[src/rtl/lsu_sram_if_pkg.sv]
// Shared definitions for the LSU-to-SRAM bridge: RISC-V funct3 codes,
// SRAM byte-strobe patterns, FSM state encoding and small decode helpers.
package lsu_sram_if_pkg;

  localparam logic [2:0] F3_B  = 3'b000;
  localparam logic [2:0] F3_H  = 3'b001;
  localparam logic [2:0] F3_W  = 3'b010;
  localparam logic [2:0] F3_BU = 3'b100;
  localparam logic [2:0] F3_HU = 3'b101;

  localparam logic [3:0] WEN_NONE = 4'b0000;
  localparam logic [3:0] WEN_B    = 4'b0001;
  localparam logic [3:0] WEN_H    = 4'b0011;
  localparam logic [3:0] WEN_W    = 4'b1111;

  typedef enum logic [1:0] {
    IDLE   = 2'd0,
    ACCESS = 2'd1,
    RESP   = 2'd2
  } lsu_state_e;

  // Store strobe for a funct3 code; loads never reach this decode.
  function automatic logic [3:0] f3_strobe(input logic [2:0] funct3);
    logic [3:0] wen;
    wen = WEN_NONE;
    case (funct3)
      F3_B:    wen = WEN_B;
      F3_H:    wen = WEN_H;
      F3_W:    wen = WEN_W;
      default: wen = WEN_NONE;
    endcase
    return wen;
  endfunction

  function automatic logic f3_legal(input logic we, input logic [2:0] funct3);
    logic ok;
    ok = 1'b0;
    case (funct3)
      F3_B, F3_H, F3_W: ok = 1'b1;
      F3_BU, F3_HU:     ok = ~we;
      default:          ok = 1'b0;
    endcase
    return ok;
  endfunction

  // funct3[1:0] carries the access size for every legal code (00 byte, 01 half, 10 word).
  function automatic logic f3_misaligned(input logic [2:0] funct3, input logic [1:0] addr_lo);
    logic mis;
    mis = 1'b0;
    case (funct3[1:0])
      2'b01:   mis = addr_lo[0];
      2'b10:   mis = (addr_lo != 2'b00);
      default: mis = 1'b0;
    endcase
    return mis;
  endfunction

endpackage

[src/rtl/lsu_sram_if_load_ext.sv]
// Load-data extension: selects byte/halfword/word from the little-endian
// SRAM read word and sign- or zero-extends it according to funct3.
module lsu_load_ext
  import lsu_sram_if_pkg::*;
(
  input  logic [2:0]  funct3,
  input  logic [31:0] raw,
  output logic [31:0] ext
);

  always_comb begin
    ext = raw;
    case (funct3)
      F3_B:    ext = {{24{raw[7]}}, raw[7:0]};
      F3_BU:   ext = {24'd0, raw[7:0]};
      F3_H:    ext = {{16{raw[15]}}, raw[15:0]};
      F3_HU:   ext = {16'd0, raw[15:0]};
      F3_W:    ext = raw;
      default: ext = raw;
    endcase
  end

endmodule

[src/rtl/lsu_sram_if.sv]
// Single-outstanding load/store unit in front of a byte-addressed SRAM:
// IDLE accepts, ACCESS drives the SRAM for one cycle, RESP holds the result.
//
// Handshakes: a transfer happens on a rising edge where valid & ready are both
// high. req_ready depends on state only; once rsp_valid rises, rsp_rdata and
// rsp_fault hold until the rsp_valid & rsp_ready edge.
module lsu_sram_if
  import lsu_sram_if_pkg::*;
#(
  parameter int ADDR_W      = 16,
  parameter bit CHECK_ALIGN = 1'b1
) (
  input  logic              clk,
  input  logic              rst_n,
  input  logic              req_valid,
  output logic              req_ready,
  input  logic              req_we,
  input  logic [2:0]        req_funct3,
  input  logic [31:0]       req_addr,
  input  logic [31:0]       req_wdata,
  output logic              rsp_valid,
  input  logic              rsp_ready,
  output logic [31:0]       rsp_rdata,
  output logic              rsp_fault,
  output logic [3:0]        mem_w_en,
  output logic [ADDR_W-1:0] mem_address,
  output logic [31:0]       mem_write_data,
  input  logic [31:0]       mem_read_data
);

  lsu_state_e        state_q, state_d;

  logic              we_q;
  logic [2:0]        funct3_q;
  logic [ADDR_W-1:0] addr_q;
  logic [31:0]       wdata_q;
  logic              fault_q;
  logic [3:0]        wen_q;
  logic [31:0]       rdata_q;
  logic              rsp_fault_q;

  logic              accept;
  logic              range_fault;
  logic              req_fault;
  logic [31:0]       load_ext;

  assign req_ready = (state_q == IDLE);
  assign accept    = req_valid & req_ready;

  // Shift form stays legal even if ADDR_W is raised to 32.
  assign range_fault = ((req_addr >> ADDR_W) != 32'd0);
  assign req_fault   = range_fault
                     | ~f3_legal(req_we, req_funct3)
                     | (CHECK_ALIGN & f3_misaligned(req_funct3, req_addr[1:0]));

  always_comb begin
    state_d = state_q;
    case (state_q)
      IDLE:    if (accept) state_d = ACCESS;
      ACCESS:  state_d = RESP;
      RESP:    if (rsp_ready) state_d = IDLE;
      default: state_d = IDLE;
    endcase
  end

  always_ff @(posedge clk or negedge rst_n) begin
    if (!rst_n) begin
      state_q <= IDLE;
    end else begin
      state_q <= state_d;
    end
  end

  // Request capture; the address/data registers double as the held SRAM outputs.
  always_ff @(posedge clk or negedge rst_n) begin
    if (!rst_n) begin
      we_q     <= 1'b0;
      funct3_q <= 3'd0;
      addr_q   <= '0;
      wdata_q  <= 32'd0;
      fault_q  <= 1'b0;
    end else if (accept) begin
      we_q     <= req_we;
      funct3_q <= req_funct3;
      addr_q   <= req_addr[ADDR_W-1:0];
      wdata_q  <= req_wdata;
      fault_q  <= req_fault;
    end
  end

  // Strobe is a flop set by the accept edge and cleared by the next one, so it
  // is high for exactly the ACCESS cycle and cannot glitch in IDLE or RESP.
  always_ff @(posedge clk or negedge rst_n) begin
    if (!rst_n) begin
      wen_q <= WEN_NONE;
    end else if (accept && req_we && !req_fault) begin
      wen_q <= f3_strobe(req_funct3);
    end else begin
      wen_q <= WEN_NONE;
    end
  end

  lsu_load_ext u_load_ext (
    .funct3 (funct3_q),
    .raw    (mem_read_data),
    .ext    (load_ext)
  );

  always_ff @(posedge clk or negedge rst_n) begin
    if (!rst_n) begin
      rdata_q     <= 32'd0;
      rsp_fault_q <= 1'b0;
    end else if (state_q == ACCESS) begin
      rdata_q     <= (!we_q && !fault_q) ? load_ext : 32'd0;
      rsp_fault_q <= fault_q;
    end
  end

  assign rsp_valid      = (state_q == RESP);
  assign rsp_rdata      = rdata_q;
  assign rsp_fault      = rsp_fault_q;
  assign mem_w_en       = wen_q;
  assign mem_address    = addr_q;
  assign mem_write_data = wdata_q;

endmodule

[config.mk]
export PLATFORM = sky130hd
export DESIGN_NAME = lsu_sram_if
export DESIGN_NICKNAME = d
export VERILOG_FILES = /design/src/rtl/lsu_sram_if_pkg.sv /design/src/rtl/lsu_sram_if_load_ext.sv /design/src/rtl/lsu_sram_if.sv
export SDC_FILE = /design/constraint.sdc
export NUM_CORES = 1
export LEC_CHECK = 0
export ABC_CLOCK_PERIOD_IN_PS = 2200
export CAP_MARGIN = 10
export CORE_MARGIN = 2
export CORE_UTILIZATION = 26
export CTS_CLUSTER_DIAMETER = 100
export DETAILED_ROUTE_END_ITERATION = 10
export PLACE_DENSITY = 0.55
export SLEW_MARGIN = 0
export SYNTH_ARGS = -nofsm -noshare
export SYNTH_HDL_FRONTEND = slang
export SYNTH_SLANG_ARGS = --single-unit
[constraint.sdc]
create_clock -name clk -period 2.2 [get_ports clk]
set_input_delay 0.44 -clock clk [delete_from_list [all_inputs] [get_ports clk]]
set_output_delay 0.44 -clock clk [all_outputs]
set_load 0.03 [all_outputs]
==> metrics.yaml <==
max-cap-violations: 0
cp_slowest_cell: "clkdlybuf4s50_1"
min_period_over_period: 0.901
cts_hold_buf: 0
syn_inst: 279
yosys.area.top_type: "dfrtp_1"
vias_per_cell: 4.54
place.gp.congestion: 0.717
met3_usage: 0.0468
grt_max_degree: 43
synth_top_cell_area_share: 0.603
irDropWorstVdd_v: 0.000632
period_needed_ns: 1.98
antenna_found_initial: 0
drive_gt1_frac: 0.197
cp-start-kind: "flop"
p_leak_uw: 0.00256
path_clk_slew_ns: 0.06
dp_hpwl_mm: 7.85
switchingPower_uw: 2780
wl_per_cell_um: 16.0
ant_nets: 0
slew_headroom: 0.317
power_density_nw_per_um2: 1190
portBuffers: 190
clkSinkCount: 91
placed_area_um2: 5900
overflow: 0
tritoncts: "yes"
p_comb_frac: 0.468
cp.arrival_ns: 1.54
dieArea_um2: 15500
pre_cts_ws_ns: 0.0851
clkPwrFrac: 0.195
syn_nets: 386
ys_seq_area_frac: 0.603
cp.required_ns: 1.76
die_y_um: 125
area_growth_pct: 63.6
grt_pass1_vias: 3205
status: "complete, no violations"
clockBufferDepth: 2
hold_path_class: "in2async"
clock-skew-final_ns: 0.00714
grt_busiest_layer: "met2"
cts_made_buffers: 9
avgSynthCellArea_um2: 13.5
grt_pass1_wl_mm: 17.3
h-tree-depth: 3
crit_fanout: 4
die_w_um: 125
num_antenna_cells: 0
wl_mm: 10.6
maxSlewViolCount: 0
p_sw_frac: 0.378
initial_core_util: 0.263
finalSetupViolations: 0
ios: 191
fin_setup_tns_ns: 0
cp_cell_sequence: "nor2_1 > clkdlybuf4s50_1"
layout_setup_ws_ns: 0.219
hold_viol: 0
rsz0062_at_grt: "false"
synth_cell_type_count: 30
p_seq_frac: 0.337
synth_area_leaders: "dfrtp_1 60%, mux2_2 16%, a22o_1 3.7%"
timing_worst_setup_path_type: "reg2out"
ys_ff_latch: 91
clock_latency_ns: 0.34
met1_usage: 0.172
worst_pin_slew_ns: 1.02
hold_ws_ns: 0.0885
drtIter0Drc: 98
rows: 44
core_um2: 14400
layout.nets: 579
fmax_mhz: 505
vias: 2999
met2_usage: 0.229
p_int_uw: 4570
post-cts-setup-buffers: 0
cp_slowest_stage_delay_ns: 0.69
finish.instance_area_um2: 6180
syn_area_um2: 3780
synth_warnings: 0
grt_usage: 0.141
crit_path_end_kind: "primary output"
drc: 0
fin_util: 0.430
dr.pass1.iters: 6
root_buffer: "clkbuf_16"
==> area by class of cell <==
cell class	count	area [um2]
clock buffers	11	243
clock inverters	5	28.8
fillers	1352	8190
inverters	5	18.8
multi-input cells	164	1370
flip-flops and latches	91	2280
well taps	184	230
repair buffers	201	2010
==> registers in the layout (all words and copies together) (netlist names), 2 cells and up <==
signal,cells
funct3_q,3
mem_address,16
mem_w_en,3
mem_write_data,32
rsp_rdata,32
state_q,2
==> through the flow <==
stage	std cells	power [uW]
3_5_place_dp	645	5980
3_3_place_gp	645	5940
2_1_floorplan	279	4460
4_1_cts	661	7470
6_report	661	7350
5_1_grt	661	7770
==> power groups by stage <==
stage | registers, uW | logic [uW] | clock network [uW]
2_1_floorplan | 3370 | 1080 | 0
3_3_place_gp | 2480 | 3460 | 0
3_5_place_dp | 2500 | 3480 | 0
4_1_cts | 2480 | 3490 | 1500
5_1_grt | 2550 | 3640 | 1580
6_report | 2470 | 3440 | 1430
==> routing by layer <==
metal / routed length [um] / vias up / part of all wire
met2: 5180 / 104 / 0.49
met3: 779 / 13 / 0.074
li1: - / 1383 / -
met5: 0 / - / 0
met4: 192 / 0 / 0.018
met1: 4400 / 1499 / 0.42
==> kinds of logic (layout without fill, tap and decap cells) <==
logic type	Yosys count	in the layout	synth area share
AO/OA/AOI/OAI	48	48	0.109
adder cells (fa/ha/maj)	3	3	0.00994
buffers and inverters	24	222	0.0361
flip-flops	91	91	0.603
multiplexers	53	53	0.158
AND/OR/NAND/NOR	60	60	0.0835
==> cell usage after synthesis, drive strengths merged <==
cell    number
a21boi       1
a21oi        1
a22o        16
buf         13
clkbuf       6
dfrtp       91
ha           3
inv          5
mux2        53
nand2       28
nand2b       1
nand4        1
nor2         1
nor2b       17
nor3         1
nor3b        1
nor4         6
nor4b        1
o211ai       1
o21ai       11
o311ai       1
o31ai       16
o32a         1
or2b         1
or3          1
or4b         1
==> worst max-delay path, delay by kind of cell, from the launching register on <==
| kind | cells | cell delay (ns) |
|---|---|---|
| buf+inv | 1 | 0.69 |
| simple gates | 1 | 0.11 |
| flops | 1 | 0.40 |
==> final timing paths <==
kind / from / to / slack [ns] / cells after the start
min reg2reg: rsp_rdata[31] / rsp_rdata[31] / 0.48 / 2
max in group asynchronous: rst_n / rsp_rdata[31] / 1.52 / 2
max: state_q[1] / req_ready / 0.22 / 2
max reg2reg: state_q[1] / rsp_rdata[20] / 0.44 / 3
min: rst_n / mem_write_data[19] / 0.09 / 1
min in group clk: rsp_rdata[31] / rsp_rdata[31] / 0.48 / 2
==> cells in the final DEF (no fill, tap or decap), types with 9 or more instances in the layout <==
master,n
clkdlybuf4s50_1,188
o31ai_2,9
nor2b_1,17
o21ai_0,11
nand2_1,28
mux2_2,53
dfrtp_1,91
clkbuf_16,9
buf_4,10
a22o_1,16
==> timing repair <==
item / 4_1_cts / 5_1_grt
gates resized for setup: 0 / 1
endpoints found under the hold margin: 0 / 0
setup endpoints to repair: 0 / 1
Note: power is estimated with default switching activity, not from simulation.
